`src/rtl/weight_store_stream_if.sv`:
```
// weight_store_stream_if: write stream and read-side bundle for the weight store.
// master drives words/params/release, slave is the store itself.
interface weight_store_stream_if #(
    parameter int INPUT_WIDTH  = 32,
    parameter int WEIGHT_WIDTH = 8,
    parameter int MAX_R        = 5,
    parameter int MAX_S        = 5
);
    logic                                  clear;
    logic                                  wr_valid;
    logic                                  wr_ready;
    logic [INPUT_WIDTH-1:0]                wr_data;
    logic [3:0]                            param_r;
    logic [3:0]                            param_s;
    logic                                  rd_release;
    logic                                  rd_valid;
    logic [MAX_R*MAX_S*WEIGHT_WIDTH-1:0]   rd_data;
    logic [3:0]                            rd_r;
    logic [3:0]                            rd_s;
    logic                                  load_done;

    modport master (
        output clear, wr_valid, wr_data, param_r, param_s, rd_release,
        input  wr_ready, rd_valid, rd_data, rd_r, rd_s, load_done
    );

    modport slave (
        input  clear, wr_valid, wr_data, param_r, param_s, rd_release,
        output wr_ready, rd_valid, rd_data, rd_r, rd_s, load_done
    );
endinterface

```
`src/rtl/weight_store_stream.sv`:
```
// weight_store_stream: packs a word stream of weights into an R x S filter.
// Define WSTORE_DOUBLE_BUFFER_EN for separate write/read banks (LOAD/HOLD).
module weight_store_stream #(
    parameter int INPUT_WIDTH  = 32,
    parameter int WEIGHT_WIDTH = 8,
    parameter int MAX_R        = 5,
    parameter int MAX_S        = 5
) (
    input logic                   clk,
    input logic                   reset,
    weight_store_stream_if.slave  bus
);
    localparam int LANES  = INPUT_WIDTH / WEIGHT_WIDTH;
    localparam int CELLS  = MAX_R * MAX_S;
    localparam int BANK_W = CELLS * WEIGHT_WIDTH;

    logic [BANK_W-1:0] wbank;
    logic [BANK_W-1:0] nbank;
    logic [7:0]        cnt;
    logic [7:0]        ncnt;
    logic [3:0]        row;
    logic [3:0]        col;
    logic [3:0]        nrow;
    logic [3:0]        ncol;
    logic [3:0]        lat_r;
    logic [3:0]        lat_s;
    logic [3:0]        eff_r;
    logic [3:0]        eff_s;
    logic [3:0]        rd_r;
    logic [3:0]        rd_s;
    logic              rd_valid;
    logic              load_done;
    logic              busy;
    logic              last;
    logic              accept;
    logic              release_ok;

    function automatic int clamp(input logic [3:0] v, input int lim);
        if (v == 4'd0)
            return 1;
        if (int'(v) > lim)
            return lim;
        return int'(v);
    endfunction

`ifdef WSTORE_DOUBLE_BUFFER_EN
    localparam logic [0:0] ST_LOAD = 1'b0;
    localparam logic [0:0] ST_HOLD = 1'b1;

    logic [0:0]        state;
    logic [BANK_W-1:0] rbank;

    assign bus.wr_ready = (state == ST_LOAD);
    assign bus.rd_data  = rbank;
`else
    assign bus.wr_ready = ~rd_valid;
    assign bus.rd_data  = wbank;
`endif

    assign bus.rd_valid  = rd_valid;
    assign bus.rd_r      = rd_r;
    assign bus.rd_s      = rd_s;
    assign bus.load_done = load_done;

    assign busy       = (cnt != 8'd0);
    assign accept     = bus.wr_valid & bus.wr_ready;
    assign release_ok = bus.rd_release & rd_valid;

    // Scatter the lanes of the incoming word into the bank, row-major.
    always_comb begin
        int r;
        int c;
        int n;
        int er;
        int es;
        int pos;
        eff_r = busy ? lat_r : 4'(clamp(bus.param_r, MAX_R));
        eff_s = busy ? lat_s : 4'(clamp(bus.param_s, MAX_S));
        er    = int'(eff_r);
        es    = int'(eff_s);
        nbank = busy ? wbank : '0;
        r     = busy ? int'(row) : 0;
        c     = busy ? int'(col) : 0;
        n     = busy ? int'(cnt) : 0;
        pos   = 0;
        for (int l = 0; l < LANES; l++) begin
            if (n < er * es) begin
                pos = r * MAX_S + c;
                nbank[(CELLS-1-pos)*WEIGHT_WIDTH +: WEIGHT_WIDTH] =
                    bus.wr_data[(LANES-1-l)*WEIGHT_WIDTH +: WEIGHT_WIDTH];
                n = n + 1;
                if (c == es - 1) begin
                    c = 0;
                    r = r + 1;
                end else begin
                    c = c + 1;
                end
            end
        end
        last = (n == er * es);
        ncnt = 8'(n);
        nrow = 4'(r);
        ncol = 4'(c);
    end

    // Write counters, bank hand-off to the read side and the done pulse.
    always_ff @(posedge clk or posedge reset) begin
        if (reset) begin
            wbank     <= '0;
            cnt       <= '0;
            row       <= '0;
            col       <= '0;
            lat_r     <= '0;
            lat_s     <= '0;
            rd_r      <= '0;
            rd_s      <= '0;
            rd_valid  <= 1'b0;
            load_done <= 1'b0;
`ifdef WSTORE_DOUBLE_BUFFER_EN
            rbank     <= '0;
            state     <= ST_LOAD;
`endif
        end else begin
            load_done <= 1'b0;
            if (release_ok)
                rd_valid <= 1'b0;
            if (bus.clear) begin
                cnt <= '0;
                row <= '0;
                col <= '0;
`ifdef WSTORE_DOUBLE_BUFFER_EN
                state <= ST_LOAD;
`endif
            end else if (accept) begin
                wbank <= nbank;
                lat_r <= eff_r;
                lat_s <= eff_s;
                if (last) begin
                    cnt       <= '0;
                    row       <= '0;
                    col       <= '0;
                    load_done <= 1'b1;
`ifdef WSTORE_DOUBLE_BUFFER_EN
                    if (!rd_valid || release_ok) begin
                        rbank    <= nbank;
                        rd_r     <= eff_r;
                        rd_s     <= eff_s;
                        rd_valid <= 1'b1;
                    end else begin
                        state <= ST_HOLD;
                    end
`else
                    rd_r     <= eff_r;
                    rd_s     <= eff_s;
                    rd_valid <= 1'b1;
`endif
                end else begin
                    cnt <= ncnt;
                    row <= nrow;
                    col <= ncol;
                end
            end
`ifdef WSTORE_DOUBLE_BUFFER_EN
            if (state == ST_HOLD && release_ok && !bus.clear) begin
                rbank    <= wbank;
                rd_r     <= lat_r;
                rd_s     <= lat_s;
                rd_valid <= 1'b1;
                state    <= ST_LOAD;
            end
`endif
        end
    end
endmodule

```
`src/flat_wrapper.sv`:
```
// flat-port wrapper written by rule: the top's interface ports become plain ports
module weight_store_stream_flat 
#(
    parameter int INPUT_WIDTH  = 32,
    parameter int WEIGHT_WIDTH = 8,
    parameter int MAX_R        = 5,
    parameter int MAX_S        = 5
)
  (clk, reset, bus_clear, bus_wr_valid, bus_wr_data, bus_param_r, bus_param_s, bus_rd_release, bus_wr_ready, bus_rd_valid, bus_rd_data, bus_rd_r, bus_rd_s, bus_load_done);
  weight_store_stream_if #(.INPUT_WIDTH(INPUT_WIDTH), .WEIGHT_WIDTH(WEIGHT_WIDTH), .MAX_R(MAX_R), .MAX_S(MAX_S)) bus_i ();
  input logic clk;
  input logic reset;
  input wire logic [$bits(bus_i.clear)-1:0] bus_clear;
  input wire logic [$bits(bus_i.wr_valid)-1:0] bus_wr_valid;
  input wire logic [$bits(bus_i.wr_data)-1:0] bus_wr_data;
  input wire logic [$bits(bus_i.param_r)-1:0] bus_param_r;
  input wire logic [$bits(bus_i.param_s)-1:0] bus_param_s;
  input wire logic [$bits(bus_i.rd_release)-1:0] bus_rd_release;
  output wire logic [$bits(bus_i.wr_ready)-1:0] bus_wr_ready;
  output wire logic [$bits(bus_i.rd_valid)-1:0] bus_rd_valid;
  output wire logic [$bits(bus_i.rd_data)-1:0] bus_rd_data;
  output wire logic [$bits(bus_i.rd_r)-1:0] bus_rd_r;
  output wire logic [$bits(bus_i.rd_s)-1:0] bus_rd_s;
  output wire logic [$bits(bus_i.load_done)-1:0] bus_load_done;
  assign bus_i.clear = bus_clear;
  assign bus_i.wr_valid = bus_wr_valid;
  assign bus_i.wr_data = bus_wr_data;
  assign bus_i.param_r = bus_param_r;
  assign bus_i.param_s = bus_param_s;
  assign bus_i.rd_release = bus_rd_release;
  assign bus_wr_ready = bus_i.wr_ready;
  assign bus_rd_valid = bus_i.rd_valid;
  assign bus_rd_data = bus_i.rd_data;
  assign bus_rd_r = bus_i.rd_r;
  assign bus_rd_s = bus_i.rd_s;
  assign bus_load_done = bus_i.load_done;
  weight_store_stream #(.INPUT_WIDTH(INPUT_WIDTH), .WEIGHT_WIDTH(WEIGHT_WIDTH), .MAX_R(MAX_R), .MAX_S(MAX_S)) u_core (.clk(clk), .reset(reset), .bus(bus_i));
endmodule
```
`config.mk`:
```
export PLATFORM = sky130hd
export DESIGN_NAME = weight_store_stream_flat
export DESIGN_NICKNAME = d
export VERILOG_FILES = /design/src/rtl/weight_store_stream_if.sv /design/src/rtl/weight_store_stream.sv /design/src/flat_wrapper.sv
export SDC_FILE = /design/constraint.sdc
export NUM_CORES = 2
export LEC_CHECK = 0
export ABC_AREA = 1
export BUFFER_PORTS_ARGS = -buffer_cell sky130_fd_sc_hd__buf_2
export CORE_ASPECT_RATIO = 1.2
export CORE_UTILIZATION = 30
export DETAILED_ROUTE_END_ITERATION = 6
export SETUP_SLACK_MARGIN = 0.15
export SKIP_CTS_REPAIR_TIMING = 1
export SYNTH_ARGS = -nofsm -noshare
export SYNTH_HDL_FRONTEND = slang
export SYNTH_SLANG_ARGS = --single-unit
```
`constraint.sdc`:
```
create_clock -name clk -period 14.5 [get_ports clk]
set_input_delay 2.9 -clock clk [delete_from_list [all_inputs] [get_ports clk]]
set_output_delay 2.9 -clock clk [all_outputs]
set_load 0.005 [all_outputs]
```
==> impl_metrics.json <==
{
  "synthesis_to_finish_area_growth_pct": 16.4,
  "crit_type": "in -> reg",
  "gr-usage-all-layers": 0.298,
  "critical-path-slowest-cell": "nor2_1",
  "critical-path-top-cell-by-count": "nor2_1",
  "postSynthAreaPerCell_sq_um": 6.20,
  "cts_made_buffers": 31,
  "most_common_library_cell_in_the_layout_ignoring_fill_and_taps": "nand2_1",
  "slew_headroom": 0.164,
  "worstMarginPinSlew_ns": 1.25,
  "grt_setup_unrepaired": "no",
  "start_util": 0.304,
  "min_path_type": "reg -> reg",
  "cp-end-kind": "flip-flop",
  "critPathRequiredTime_ns": 15.03,
  "antenna_violating_nets_post_route": 0,
  "layout-drive-gt1-share": 0.132,
  "fin_worst_skew_ns": 0.0244,
  "grt_pass1_wl_microns": 206000,
  "numClockSinks": 234,
  "vias_in_the_first_global_route": 31600,
  "drt_first_iter_violations": 4037,
  "crit_path_start_kind": "input pin",
  "max_freq_ghz": 0.0747,
  "maximum_number_of_pins_on_one_net_before_global_route_repair": 118,
  "buffer_ports.inserted": 255,
  "synth_seq_area_share": 0.216,
  "fp.dieW_microns": 277,
  "highest_count_cells_in_the_layout_ignoring_fill_and_taps": "858 x nand2_1, 531 x nor2_1, 525 x inv_1, 421 x o21ai_0, 281 x nand3_1",
  "synth.lib_cells_used.distinct": 58,
  "hold_viol": 0,
  "setup-violations-final": 0,
  "finalInstanceArea_sq_um": 31600,
  "cts.reportedPaths.clkPinSlew_ns": 0.06,
  "count_of_state_elements_after_synthesis": 234,
  "finalCriticalPeriod_ns": 13.39,
  "min_period_over_period": 0.923,
  "worst_skew_pair.late_latency_ns": 0.66,
  "detail_route.drc_violations": 0,
  "drv_slew": 0,
  "synth.largest_area_cell": "dfrtp_1",
  "dp_hpwl_microns": 106000,
  "core_region_area_sq_um": 89300,
  "synth_top_area_frac": 0.216,
  "crit_arrival_ns": 13.92,
  "number_of_antenna_violations_at_the_first_check_in_global_routing": 1,
  "synth-warning-count": 0,
  "ys_async_sr_fraction": 1.00,
  "via_density_per_instance": 5.77,
  "cpPeakStageDelay_ns": 0.70,
  "finalNetCount": 4804,
  "maxCapViolCount": 0,
  "placed_inst_area_sq_um": 30300,
  "clock-root-buffer": "clkbuf_16",
  "top_post_synthesis_cells_by_area": "dfrtp_1 22%, nand2_1 12%, o21ai_0 7.9%, nor2_1 7.5%, inv_1 7.3%",
  "global_route.overflow_total": 0,
  "clk_path_buf_depth": 3,
  "cts_tree": "built",
  "fp.dieArea_sq_um": 91700,
  "synth_edf_count": 0,
  "io_pins": 256,
  "dr_total_vias": 33500,
  "netlist_area_sq_um": 27100,
  "avgRoutedWirePerCell_microns": 24.4,
  "cp_max_fo": 11,
  "yosys_most_used_dff": "dfrtp_1",
  "routabilityCongestion": 1.02,
  "finalWirelength_microns": 141000,
  "h-tree-depth": 1,
  "synthCells": 4376,
  "run_status": "finished, final reports clean",
  "rows": 120,
  "dr.pass1.iters": 7,
  "die_y_microns": 331
}
[path summary, 6_finish.rpt]
| check | startpoint | to | slack (ns) | cells past startpoint |
|---|---|---|---|---|
| max | bus_param_r[2] | u_core.bus.rd_data[106] | 1.11 | 61 |
| min | u_core.bus.rd_r[2] | u_core.bus.rd_r[2] | 0.47 | 2 |
| max reg2reg | u_core.cnt[1] | u_core.bus.rd_data[106] | 1.98 | 61 |
| min reg2reg | u_core.bus.rd_r[2] | u_core.bus.rd_r[2] | 0.47 | 2 |
| max in group asynchronous | reset | u_core.bus.rd_data[21] | 9.67 | 4 |
| min in group asynchronous | reset | u_core.bus.rd_data[194] | 2.44 | 2 |
[worst max-delay path: cells and delay by family]
family	cells	cell delay (ns)
compound gates	8	1.37
xor+xnor	3	0.46
fa+ha+maj	9	3.40
buf+inv	13	1.33
simple gates	28	4.39
[per-stage QoR]
stage / instances / util / setup TNS, ns / setup WS, ns / hold slack [ns]
2_1_floorplan: 4380 / - / 0 / 0.185 / 0.448
3_3_place_gp: 5734 / 0.339 / 0 / 0.0964 / 0.452
3_5_place_dp: 5734 / 0.339 / -0.0448 / -0.0448 / 0.458
4_1_cts: 5792 / 0.351 / 0 / 0.533 / 0.475
5_1_grt: 5795 / 0.354 / 0 / 0.192 / 0.490
6_report: 5797 / 0.354 / 0 / 1.11 / 0.469
[Yosys cell counts (all sizes together) (49+ instances only)]
library cell  instances
nand2               895
nor2                555
inv                 547
o21ai               449
nand3               290
dfrtp               234
a21oi               213
o211ai              198
clkbuf              191
nor3                147
ha                  130
a31oi                61
xor2                 57
nand4                49
[registers in the layout, indices dropped and copies added, names as in the netlist, 4 cells and up]
name and count:
u_core.bus.rd_data 200, u_core.cnt 8, u_core.bus.rd_r 4, u_core.bus.rd_s 4, u_core.col 4, u_core.lat_r 4, u_core.lat_s 4, u_core.row 4
[kinds of logic after synthesis]
group,share of synthesized area
XOR/XNOR,0.0268
buffers and inverters,0.110
AND/OR/NAND/NOR,0.313
other,0.000277
flip-flops,0.216
multiplexers,0.0144
AO/OA/AOI/OAI,0.246
adder cells (fa/ha/maj),0.0732
[layer usage]
layer / GRT usage / part of all wire / wire [microns]
met1: 0.363 / 0.38 / 54400
met5: 0 / 0 / 0
met2: 0.475 / 0.45 / 63000
met3: 0.0516 / 0.090 / 12800
met4: 0.213 / 0.080 / 11300
[cell type report]
| cell class | instances | area [sq um] |
|---|---|---|
| Sequential cell | 234 | 5860 |
| Clock inverter | 14 | 174 |
| Fill cell | 9809 | 57800 |
| Tap cell | 1159 | 1450 |
| Multi-Input combinational cell | 3363 | 18600 |
| Clock buffer | 44 | 885 |
| Inverter | 562 | 2120 |
| Antenna cell | 2 | 5.00 |
| Timing Repair Buffer | 419 | 2520 |
Power is not shown: default switching activity piles up to over one toggle a cycle in this logic, so the estimate is an artifact.
